<file path="src/rtl/mux_arr_scan_reg_if.sv">
// mux_arr_scan_reg_if: channel inputs, mode/select and the registered output beat
// with its valid/ready handshake. Optional parity signal out_par exists only when
// MUX_ARR_SCAN_PARITY_EN is defined.
// master = producer/consumer side (drives channels, select, out_ready)
// slave  = the mux block itself
interface mux_arr_scan_reg_if #(
    parameter int unsigned W = 2,
    parameter int unsigned N = 4
);
    localparam int unsigned SEL_W = $clog2(N);

    logic [N*W-1:0]   in_data;
    logic [N-1:0]     in_valid;
    logic             mode_i;
    logic [SEL_W-1:0] sel_i;
    logic [W-1:0]     out_data;
    logic [SEL_W-1:0] out_ch;
    logic             out_valid;
    logic             out_ready;
    logic             sel_err;
`ifdef MUX_ARR_SCAN_PARITY_EN
    logic             out_par;

    modport master (
        output in_data, in_valid, mode_i, sel_i, out_ready,
        input  out_data, out_ch, out_valid, sel_err, out_par
    );
    modport slave (
        input  in_data, in_valid, mode_i, sel_i, out_ready,
        output out_data, out_ch, out_valid, sel_err, out_par
    );
`else
    modport master (
        output in_data, in_valid, mode_i, sel_i, out_ready,
        input  out_data, out_ch, out_valid, sel_err
    );
    modport slave (
        input  in_data, in_valid, mode_i, sel_i, out_ready,
        output out_data, out_ch, out_valid, sel_err
    );
`endif
endinterface

</file>
<file path="src/rtl/mux_arr_scan_reg.sv">
// mux_arr_scan_reg: registered N-channel, W-bit mux with manual select or
// round-robin scan (DWELL beats per channel), single output beat with valid/ready.
// Optional feature macro: MUX_ARR_SCAN_PARITY_EN adds out_par = ^out_data,
// registered with the beat.
module mux_arr_scan_reg #(
    parameter int unsigned W     = 2,
    parameter int unsigned N     = 4,
    parameter int unsigned DWELL = 4
) (
    input logic               clk,
    input logic               rst_n,
    mux_arr_scan_reg_if.slave bus
);
    localparam int unsigned SEL_W = $clog2(N);
    localparam int unsigned NP    = 1 << SEL_W;
    localparam int unsigned DW    = $clog2(DWELL) + 1;

    typedef enum logic [0:0] {S_MANUAL, S_SCAN} state_e;

    state_e           state_q, state_d;
    logic [SEL_W-1:0] scan_ch_q, scan_ch_d;
    logic [DW-1:0]    dwell_q, dwell_d;
    logic [W-1:0]     out_data_q;
    logic [SEL_W-1:0] out_ch_q;
    logic             out_valid_q;
    logic             sel_err_q;

    logic [SEL_W-1:0] cur_ch;
    logic [SEL_W-1:0] scan_next;
    logic [W-1:0]     cur_data;
    logic [NP-1:0]    valid_pad;
    logic             ch_ok, ch_valid, slot_free, load, sel_bad;

    // Pad valids to the full select range so out-of-range selects index a zero.
    assign valid_pad = NP'(bus.in_valid);
    assign cur_ch    = (state_q == S_SCAN) ? scan_ch_q : bus.sel_i;
    assign ch_ok     = 32'(cur_ch) < N;
    assign ch_valid  = ch_ok && valid_pad[cur_ch];
    assign slot_free = !out_valid_q || bus.out_ready;
    assign load      = slot_free && ch_valid;
    assign sel_bad   = (state_q == S_MANUAL) && !ch_ok;
    assign scan_next = (scan_ch_q == SEL_W'(N - 1)) ? '0 : scan_ch_q + 1'b1;

    // Select the data of the current channel.
    always_comb begin
        cur_data = '0;
        for (int unsigned k = 0; k < N; k++) begin
            if (cur_ch == SEL_W'(k)) begin
                cur_data = bus.in_data[k*W +: W];
            end
        end
    end

    // State follows mode_i; scan counters restart on entry to scan and advance
    // only while the output slot can take a beat.
    always_comb begin
        state_d   = bus.mode_i ? S_SCAN : S_MANUAL;
        scan_ch_d = scan_ch_q;
        dwell_d   = dwell_q;
        unique case (state_q)
            S_MANUAL: begin
                if (state_d == S_SCAN) begin
                    scan_ch_d = '0;
                    dwell_d   = '0;
                end
            end
            S_SCAN: begin
                // Leaving scan keeps the counters untouched.
                if (state_d == S_SCAN && slot_free) begin
                    if (!ch_valid || dwell_q == DW'(DWELL - 1)) begin
                        scan_ch_d = scan_next;
                        dwell_d   = '0;
                    end else begin
                        dwell_d = dwell_q + 1'b1;
                    end
                end
            end
            default: ;
        endcase
    end

    // State and scan counter registers.
    always_ff @(posedge clk or negedge rst_n) begin
        if (!rst_n) begin
            state_q   <= S_MANUAL;
            scan_ch_q <= '0;
            dwell_q   <= '0;
        end else begin
            state_q   <= state_d;
            scan_ch_q <= scan_ch_d;
            dwell_q   <= dwell_d;
        end
    end

    // Output beat register: load when the slot is free, hold everything on stall.
    always_ff @(posedge clk or negedge rst_n) begin
        if (!rst_n) begin
            out_data_q  <= '0;
            out_ch_q    <= '0;
            out_valid_q <= 1'b0;
            sel_err_q   <= 1'b0;
        end else begin
            sel_err_q <= slot_free && sel_bad;
            if (slot_free) begin
                out_valid_q <= load;
                if (load) begin
                    out_data_q <= cur_data;
                    out_ch_q   <= cur_ch;
                end
            end
        end
    end

    assign bus.out_data  = out_data_q;
    assign bus.out_ch    = out_ch_q;
    assign bus.out_valid = out_valid_q;
    assign bus.sel_err   = sel_err_q;

`ifdef MUX_ARR_SCAN_PARITY_EN
    logic out_par_q;

    // Parity travels with the beat it describes.
    always_ff @(posedge clk or negedge rst_n) begin
        if (!rst_n) begin
            out_par_q <= 1'b0;
        end else if (load) begin
            out_par_q <= ^cur_data;
        end
    end

    assign bus.out_par = out_par_q;
`endif
endmodule
</file>
<file path="src/flat_wrapper.sv">
// flat-port wrapper written by rule: the top's interface ports become plain ports
module mux_arr_scan_reg_flat 
#(
    parameter int unsigned W     = 2,
    parameter int unsigned N     = 4,
    parameter int unsigned DWELL = 4
)
  (clk, rst_n, bus_in_data, bus_in_valid, bus_mode_i, bus_sel_i, bus_out_ready, bus_out_data, bus_out_ch, bus_out_valid, bus_sel_err);
  mux_arr_scan_reg_if #(.W(W), .N(N)) bus_i ();
  input logic clk;
  input logic rst_n;
  input wire logic [$bits(bus_i.in_data)-1:0] bus_in_data;
  input wire logic [$bits(bus_i.in_valid)-1:0] bus_in_valid;
  input wire logic [$bits(bus_i.mode_i)-1:0] bus_mode_i;
  input wire logic [$bits(bus_i.sel_i)-1:0] bus_sel_i;
  input wire logic [$bits(bus_i.out_ready)-1:0] bus_out_ready;
  output wire logic [$bits(bus_i.out_data)-1:0] bus_out_data;
  output wire logic [$bits(bus_i.out_ch)-1:0] bus_out_ch;
  output wire logic [$bits(bus_i.out_valid)-1:0] bus_out_valid;
  output wire logic [$bits(bus_i.sel_err)-1:0] bus_sel_err;
  assign bus_i.in_data = bus_in_data;
  assign bus_i.in_valid = bus_in_valid;
  assign bus_i.mode_i = bus_mode_i;
  assign bus_i.sel_i = bus_sel_i;
  assign bus_i.out_ready = bus_out_ready;
  assign bus_out_data = bus_i.out_data;
  assign bus_out_ch = bus_i.out_ch;
  assign bus_out_valid = bus_i.out_valid;
  assign bus_sel_err = bus_i.sel_err;
  mux_arr_scan_reg #(.W(W), .N(N), .DWELL(DWELL)) u_core (.clk(clk), .rst_n(rst_n), .bus(bus_i));
endmodule
</file>
<file path="config.mk">
export PLATFORM = sky130hd
export DESIGN_NAME = mux_arr_scan_reg_flat
export DESIGN_NICKNAME = d
export VERILOG_FILES = /design/src/rtl/mux_arr_scan_reg_if.sv /design/src/rtl/mux_arr_scan_reg.sv /design/src/flat_wrapper.sv
export SDC_FILE = /design/constraint.sdc
export NUM_CORES = 1
export LEC_CHECK = 0
export BUFFER_PORTS_ARGS = -buffer_cell sky130_fd_sc_hd__buf_2
export CAP_MARGIN = 20
export CORE_MARGIN = 2
export CORE_UTILIZATION = 25
export DETAILED_ROUTE_END_ITERATION = 7
export GPL_TIMING_DRIVEN = 0
export MAX_ROUTING_LAYER = met4
export PLACE_DENSITY = 0.55
export SETUP_SLACK_MARGIN = 0.02
export SLEW_MARGIN = 15
export SYNTH_ARGS = -nofsm -noshare
export SYNTH_HDL_FRONTEND = slang
export SYNTH_SLANG_ARGS = --single-unit
</file>
<file path="constraint.sdc">
create_clock -name clk -period 5.4 [get_ports clk]
set_clock_uncertainty 0.1 [all_clocks]
set_input_delay 1.08 -clock clk [delete_from_list [all_inputs] [get_ports clk]]
set_output_delay 1.08 -clock clk [all_outputs]
set_load 0.05 [all_outputs]
</file>
; Yosys cells after proc, flatten, opt, wreduce, memory -nomap -nowiden
; Index checks and enable logic that the tools add are counted.
[classes]
add_sub_neg = 2
n_mul = 0
n_div = 0
n_lt_le_gt_ge = 1
eq_ne = 8
shifts = 0
mux = 17
bitwise = 1
reduce_logical = 10
[op_table]
columns = cell, n
row1 = $mux W2, 9
row2 = $mux W3, 3
row3 = $eq A2 B2 Y1 const B, 3
row4 = $pmux W3 S2, 1
row5 = $ne A2 B2 Y1 const B, 2
row6 = $pmux W2 S2, 1
row7 = $reduce_and A2 Y1, 2
row8 = $add A3 B1 Y3 const B, 1
row9 = $eq A3 B2 Y1 const B, 1
row10 = $lt A2 B3 Y1 const B, 1
row11 = $reduce_and A3 Y1, 1
row12 = $add A2 B1 Y2 const B, 1
row13 = $bmux W1 S2, 1
row14 = $eq A2 B1 Y1 const B, 1
row15 = $logic_and A1 B1 Y1, 2
row16 = $logic_not A1 Y1, 2
row17 = $logic_not A2 Y1, 1
row18 = $logic_or A1 B1 Y1, 2
row19 = $mux W1, 2
row20 = $ne A2 B1 Y1 const B, 1
row21 = $not A1 Y1, 1
[totals]
regBits = 11
latch_bits = 0
mem_bits_rw = 0
mem_bits_ro = 0
word_cells = 45
mem_count = 0

; Longest topological paths before layout
; Gate-level depths: netlist of the first run.
[depth]
ltp_word = 8
mapped_depth = 6
depth_no_buf = 5

; Least setup slack after synthesis of the first run
; OpenSTA, ideal clock, no wires.
[synth_path]
path_kind = input to register
startpoint = in bus_sel_i[1]
endpoint = reg u_core.scan_ch_q[0]
setup_ns = 0.125
arrival_time_ns = 2.468
required_time_ns = 5.175
setup_slack_ns = 2.707
path_stages = 5
path_buffers = 0
cell_sequence = or3b_2 -> a21oi_1 -> nor2_1 -> a31oi_2 -> mux2_2
[synth_between]
elab_chain_len = 7
[synth_rtl]
columns = element, line_no
row1 = "start, declared", flat_wrapper.sv:15  ; input wire logic [$bits(bus_i.sel_i)-1:0] bus_sel_i;
row2 = $mux W2, mux_arr_scan_reg.sv:36  ; assign cur_ch = (state_q == S_SCAN) ? scan_ch_q : bus.sel_i;
row3 = $bmux W1 S2, mux_arr_scan_reg.sv:38  ; assign ch_valid = ch_ok && valid_pad[cur_ch];
row4 = $mux W1 (not written as such), mux_arr_scan_reg.sv:38
row5 = $logic_not A1 Y1, mux_arr_scan_reg.sv:70  ; if (!ch_valid || dwell_q == DW'(DWELL - 1)) begin
row6 = $logic_or A1 B1 Y1, mux_arr_scan_reg.sv:70
row7 = $ne A2 B2 Y1 (no line), n/a
row8 = $reduce_and A3 Y1 (no line), n/a
row9 = "end signal, assigned", mux_arr_scan_reg.sv:90  ; scan_ch_q <= scan_ch_d;
row10 = "end, declared", mux_arr_scan_reg.sv:21  ; logic [SEL_W-1:0] scan_ch_q, scan_ch_d;
; No other way between the ends. The select of a mux whose other input is x is not followed.
; A chain may end at the register's enable or synchronous reset.

; Worst setup path in the final report of the first run
; Ends and elaborated chain as after synthesis.

==> summary.md, run 1 <==
| Metric | Value |
|---|---|
| Status | finished, final reports clean |
| Clk_lat worst skew | 270 ps |
| Clock Path Buffers | 2 |
| XOR/XNOR share of the synthesized area | 0% |
| FF/Latch Area | between 200 and 300 sq um |
| Synth unique cells | 24 |
| Post-synthesis mux area share | 21.7% |
| RSZ-0062 raised after global routing | no |
| Routed Antenna Nets | 0 |
| Vias in the first global route | 497 |
| Worst-path maximum fanout | 3 |
| Reg-to-reg startpoint | u_core.state_q$_DFF_PN0_ |
| Clock root buffer | clkbuf_4 |
| Clock transition at path regs | 70 ps |
| I/O pin cnt | 24 |
| Worst EP required | 5460 ps |
| Leakage | 0.388 nW |
| Cell count after synthesis | 56 |
| Pre-CTS setup slack | 2480 ps |
| CP endpoint kind | flip-flop |
| Die span in x | ~56 microns |
| Hold Buf Count CTS | 0 |
| Detailed Place HPWL | 1100 microns |
| Slew Viols, Final | 0 |
| Fin Setup TNS | 0 ps |
| 1st-pass router iterations | 3 |
| Non-filler instance count after layout | 112 |
| Synth Warn # | 0 |
| Post-synthesis compound-gate area fraction | 13.0% |
| Filler cells | 260 |
| Post-Synth Adder-Cell Area | roughly 5.6% |
| Worst setup path endpoint | u_core.scan_ch_q[0]$_DFFE_PN0P_ |
| Setup bufs post-CTS | 0 |
| #FFs+latches synth | 11 |
| R2r worst-path depth | 6 |
| Final #Nets | ~100 |
| Initial DRC Count | 7 |
| Die Span Y | 55.6 microns |
| TritonCTS Sinks | 11 |
| Vias per Instance | approximately 4.5 |
| Max Freq | 380 MHz |
| Flop2flop setup slack | 3200 ps |
| Area taken by multi-input logic gates | about 360 sq um |
| Share of cells above drive strength 1 | 47.6% |
| Gpl congestion | between 0.7 and 0.8 |
| Post-CTS sizing | 0 |
| Post-Syn Area per Cell | 11.9 sq um |
| CTS Buf Count | 3 |
| Post-synthesis simple-gate area fraction | 12.6% |
| Power Dens Cells | around 440 nW/um^2 |
| Sequential-to-total area share from yosys stat | 41.4% |
| Crit Path Class | input port to flip-flop |
| Detailed Route WL | 1320 microns |
| FF-to-FF End | u_core.scan_ch_q[0]$_DFFE_PN0P_ |
| First-pass GRT wire length | 2370 microns |
| Fin worst setup slack | 2770 ps |
| Ant. Diodes | 0 |
| Via Count | 509 |
| FP Rows | 18 |
| Overflow after GRT | 0 |
| Commonest non-fill, non-tap cells in the layout | 22 x buf_2, 11 x dfrtp_1, 7 x nand2_1, 5 x mux2_2, 4 x inv_1 |
| Commonest non-fill, non-tap cell in the layout | buf_2 |
| Number of max-cap violations | 0 |
| CP arrival | 2690 ps |
| Starting Density | 26.6% |
| CTS tree | built |
| Port buffer count | 22 |
| Fin. Hold Viols | 0 |
| Clock period minus worst slack | ~2600 ps |
| Largest net degree at the start of global routing | 12 |
| Worst-Margin Slew | roughly 650 ps |
| Max-slew headroom | approximately 56% |
| Total GRT Usage | between 10% and 20% |
| DRC Markers | 0 |
| Dpl cells | 108 |
| Core box area | 2500 sq um |
| Netlist Area Pre-Place | about 660 sq um |
| Initial antenna violation count | 0 |
| DR WL/cell | 11.8 microns |
| Die ar. | around 3100 sq um |
| Crit start category | input port |
| H-tree depth | 1 |
| Worst hold path type | flip-flop to flip-flop |
| Largest family of logic cells by synthesized area | multiplexers |
| Syn Nets | 77 |
| VDD IR max | 0.279 mV |
| Worst setup path start | bus_sel_i[1] |
| Area growth from synthesis to layout | 26.2% |
| Final cycle utilization of the critical path | 48.8% |
| Setup violators final | 0 |
-- critical path: stages --
cell and delay [ps]:
buf_2 110, or3b_2 460, a21oi_1 310, nor2_1 120
a31oi_2 270, mux2_2 360
-- registers in the layout, summed over array words and instances, names as in the netlist --
| register | count |
|---|---|
| u_core.bus.out_ch | 2 |
| u_core.bus.out_valid | 1 |
| u_core.state_q | 1 |
| u_core.dwell_q | 3 |
| u_core.bus.out_data | 2 |
| u_core.scan_ch_q | 2 |
-- power by group --
part	switching (W)	internal (W)
Sequential	0.0000199	0.000110
Combinational	0.000119	0.0000679
Clock	0.0000266	0.0000286
-- per-stage QoR --
step,total power (W),utilization (%),instance area [sq um],hold slack (ps)
CTS,0.000379,33.5,838,400
global route,0.000402,33.5,838,421
finish,0.000372,33.5,838,391
detailed placement,0.000321,32.5,812,385
floorplan,0.000276,-,664,351
global placement,0.000318,32.5,812,373
-- worst min path at each step --
stage	from	endpoint	slack, ps	depth (start not counted)
2_1_floorplan	u_core.dwell_q[0]$_DFFE_PN0P_	u_core.dwell_q[0]$_DFFE_PN0P_	350	1
3_3_place_gp	u_core.dwell_q[0]$_DFFE_PN0P_	u_core.dwell_q[0]$_DFFE_PN0P_	370	1
3_5_place_dp	u_core.dwell_q[1]$_DFFE_PN0P_	u_core.dwell_q[1]$_DFFE_PN0P_	380	2
4_1_cts	u_core.dwell_q[1]$_DFFE_PN0P_	u_core.dwell_q[1]$_DFFE_PN0P_	400	2
5_1_grt	u_core.bus.out_data[0]$_DFFE_PN0P_	u_core.bus.out_data[0]$_DFFE_PN0P_	420	1
6_report	u_core.dwell_q[2]$_DFFE_PN0P_	u_core.dwell_q[2]$_DFFE_PN0P_	390	2
-- synth_stat cells (all sizes together) --
library cell  count  share of area [%]
a2111oi           1                4.1
a21o              1                1.1
a21oi             3                2.3
a31oi             1                1.9
buf               2                2.8
conb              1               0.56
dfrtp            11                 41
ha                3                5.7
inv               4                2.3
mux2              5                8.5
mux2i             3                6.4
mux4              2                6.8
nand2             7                4.0
nand3b            1                1.1
nand4b            1                2.3
nor2              2                1.1
nor2b             1               0.94
nor3              1               0.75
o21ai             3                2.3
o41ai             1                1.3
or3b              1                1.3
or4               1                1.1
-- cell type report --
type                    instances  share of cell area, %
repair buffers                 22                   13.1
inverters                       4                   1.79
flip-flops and latches         11                   32.8
clock buffers                   4                   3.13
plain buffers                   2                   2.24
multi-input cells              39                   42.4
well taps                      30                   4.48
-- metal layers --
metal | vias up | wire length [microns] | track usage (%)
met2 | 11 | 692 | 16.5
met1 | 240 | 531 | 11.9
met3 | 4 | 80 | 4.45
li1 | 254 | - | -
met4 | 0 | 12 | 2.09
met5 | - | 0 | -
-- cell families after synthesis --
kind of cell / count (synthesis)
mux: 10
buf+inv: 6
fa+ha+maj: 3
flops: 11
other cells: 1
simple gates: 15
compound gates: 10
Note: power is estimated with default switching activity, not from simulation.
==> run 2, diff against run 1 <==
--- a/config.mk
+++ b/config.mk
@@ -12,7 +12,7 @@
 export DETAILED_ROUTE_END_ITERATION = 7
 export GPL_TIMING_DRIVEN = 0
 export MAX_ROUTING_LAYER = met4
-export PLACE_DENSITY = 0.55
+export PLACE_DENSITY = 0.57
 export SETUP_SLACK_MARGIN = 0.02
 export SLEW_MARGIN = 15
 export SYNTH_ARGS = -nofsm -noshare
==> constraint.sdc (replaced) <==
create_clock -name clk -period 2.2 [get_ports clk]
set_clock_uncertainty 0.1 [all_clocks]
set_input_delay 0.44 -clock clk [delete_from_list [all_inputs] [get_ports clk]]
set_output_delay 0.44 -clock clk [all_outputs]
set_load 0.05 [all_outputs]
==> summary.md, run 2 (same netlist as run 1, synthesis figures left out) <==
| Metric | Value |
|---|---|
| FP Rows | 18 (unchanged) |
| Detailed Route WL | 1320 microns (about the same) |
| CTS Buf Count | 3 (unchanged) |
| Worst-path maximum fanout | 9 (+6) |
| RSZ-0062 raised after global routing | no |
| Slew Viols, Final | 0 (unchanged) |
| Area growth from synthesis to layout | 30.5% |
| TritonCTS Sinks | 11 (unchanged) |
| Starting Density | 26.6% (unchanged) |
| Leakage | 0.402 nW (+3.8%) |
| Clk_lat worst skew | 260 ps (about the same) |
| Detailed Place HPWL | 1100 microns (+0.46%) |
| Setup violators final | 0 (unchanged) |
| Largest reg by FF count | u_core.dwell_q |
| Number of max-cap violations | 0 (unchanged) |
| DRC Markers | 0 (unchanged) |
| Clock Path Buffers | 2 (unchanged) |
| H-tree depth | 1 (unchanged) |
| Die span in x | 55.6 microns (unchanged) |
| Die ar. | 3090 sq um (unchanged) |
| Clock transition at path regs | 70 ps (about the same) |
| Max Freq | 475 MHz |
| Via Count | 506 (-0.59%) |
| Placed Area | 812 sq um (unchanged) |
| 1st-pass router iterations | 3 (unchanged) |
| First-pass GRT wire length | 2400 microns (+1.2%) |
| VDD IR max | 0.651 mV (+130%) |
| Status | finished, final reports clean |
| Gpl congestion | 0.802 (+9.9%) |
| Final cycle utilization of the critical path | 95.6% |
| Worst EP required | 2250 ps (-3210 ps) |
| Overflow after GRT | 0 (unchanged) |
| Port buffer count | 22 (unchanged) |
| Filler cells | 257 (-1.2%) |
| CTS tree | built |
| Commonest non-fill, non-tap cells in the layout | 22 x buf_2, 11 x dfrtp_1, 7 x nand2_1, 5 x mux2_2, 4 x inv_1 |
| Power Dens Cells | 1070 nW/um^2 (+140%) |
| Hold slack | 242 ps (-149 ps) |
| Commonest non-fill, non-tap cell in the layout | buf_2 |
| Core box area | 2500 sq um (unchanged) |
| Initial antenna violation count | 0 (unchanged) |
| Fin. Hold Viols | 0 (unchanged) |
| Vias in the first global route | 543 (+9.3%) |
| Max FFs per register | 3 (unchanged) |
| Clock period minus worst slack | 2100 ps |
| Final #Nets | 106 (+1.9%) |
| Total GRT Usage | 10.1% (-0.20 points) |
| Routed Antenna Nets | 0 (unchanged) |
| Initial DRC Count | 1 (-6) |
| CP endpoint kind | flip-flop |
| I/O pin cnt | 24 (unchanged) |
| Worst hold path type | input port to flip-flop |
| CP arrival | 2160 ps (-530 ps) |
| Ant. Diodes | 0 (unchanged) |
| Crit start category | flip-flop |
| Crit Path Class | flip-flop to flip-flop |
| Die Span Y | 55.6 microns (unchanged) |
| Vias per Instance | 4.44 (-2.3%) |
| Share of cells above drive strength 1 | 50.0% (+2.4 points) |
| DR WL/cell | 11.5 microns (-1.8%) |
| Clock root buffer | clkbuf_4 |
| Post-layout instance area | 867 sq um (+3.4%) |
| Largest net degree at the start of global routing | 12 (unchanged) |
==> run 2: cell count changes in the layout (fill, tap and decap cells not counted), sizes merged <==
cell,before,now
buf,24,25
dlygate4sd3,0,1
==> run 2: metal layers <==
metal / GRT usage (%) / share of wire [%] / vias to the layer above
met3: 4.22 / 6.4 / 0
met2: 15.1 / 48 / 12
met1: 12.7 / 46 / 234
met4: 2.09 / 0 / 0
li1: - / - / 260
met5: - / 0 / -
==> run 2: worst max-delay path, cell delays in order (launching register included) <==
cell     delay [ps]
dfrtp_1         380
buf_6           140
or3b_2          450
a21oi_2         230
nor2_1           90
a31oi_2         240
mux2_2          360
==> run 2: timing repair <==
| item | CTS | global route |
|---|---|---|
| endpoints found under the hold margin | 11 | 0 |
| pin swaps | 0 | 1 |
| setup buffers | 0 | 1 |
| hold buffers | 1 | 0 |
| setup endpoints to repair | 1 | 6 |
| gates resized for setup | 2 | 0 |
==> run 2: final timing paths <==
check,startpoint,to,slack (ps),depth (start not counted)
setup / recovery,u_core.state_q$_DFF_PN0_,u_core.scan_ch_q[0]$_DFFE_PN0P_,100,6
hold / removal,bus_mode_i,u_core.state_q$_DFF_PN0_,240,1
setup reg to reg,u_core.state_q$_DFF_PN0_,u_core.scan_ch_q[0]$_DFFE_PN0P_,100,6
hold reg to reg,u_core.dwell_q[2]$_DFFE_PN0P_,u_core.dwell_q[2]$_DFFE_PN0P_,390,2
max in group asynchronous,rst_n,u_core.bus.out_data[1]$_DFFE_PN0P_,1340,2
min in group asynchronous,rst_n,u_core.bus.out_ch[1]$_DFFE_PN0P_,460,2
==> run 2: area by class of cell <==
type | instances | area, sq um | share of cell area (%)
Multi-Input combinational cell | 39 | 367 | 42.3
Sequential cell | 11 | 275 | 31.7
Timing Repair Buffer | 24 | 128 | 14.7
Tap cell | 30 | 37.5 | 4.33
Clock buffer | 4 | 26.3 | 3.03
Buffer | 2 | 18.8 | 2.16
Inverter | 4 | 15.0 | 1.73
==> run 2: report_power, final <==
part           leakage, nW  switching (W)  internal (W)
Clock               0.0150      0.0000662     0.0000701
Sequential           0.136      0.0000542      0.000269
Combinational        0.252       0.000291      0.000178
Total                0.402       0.000411      0.000518
==> run 2: through the flow <==
| step | instances | total power (W) | TNS, ps | utilization (%) | setup slack, ps |
|---|---|---|---|---|---|
| after floorplan | 56 | 0.000679 | 0 | - | 118 |
| after global placement | 108 | 0.000778 | -48.8 | 32.5 | -48.8 |
| after detailed placement | 108 | 0.000786 | -61.6 | 32.5 | -61.6 |
| after CTS | 113 | 0.000933 | 0 | 34.4 | 33.4 |
| after global routing | 114 | 0.000998 | 0 | 34.7 | 40.0 |
| final | 114 | 0.000929 | 0 | 34.7 | 95.9 |
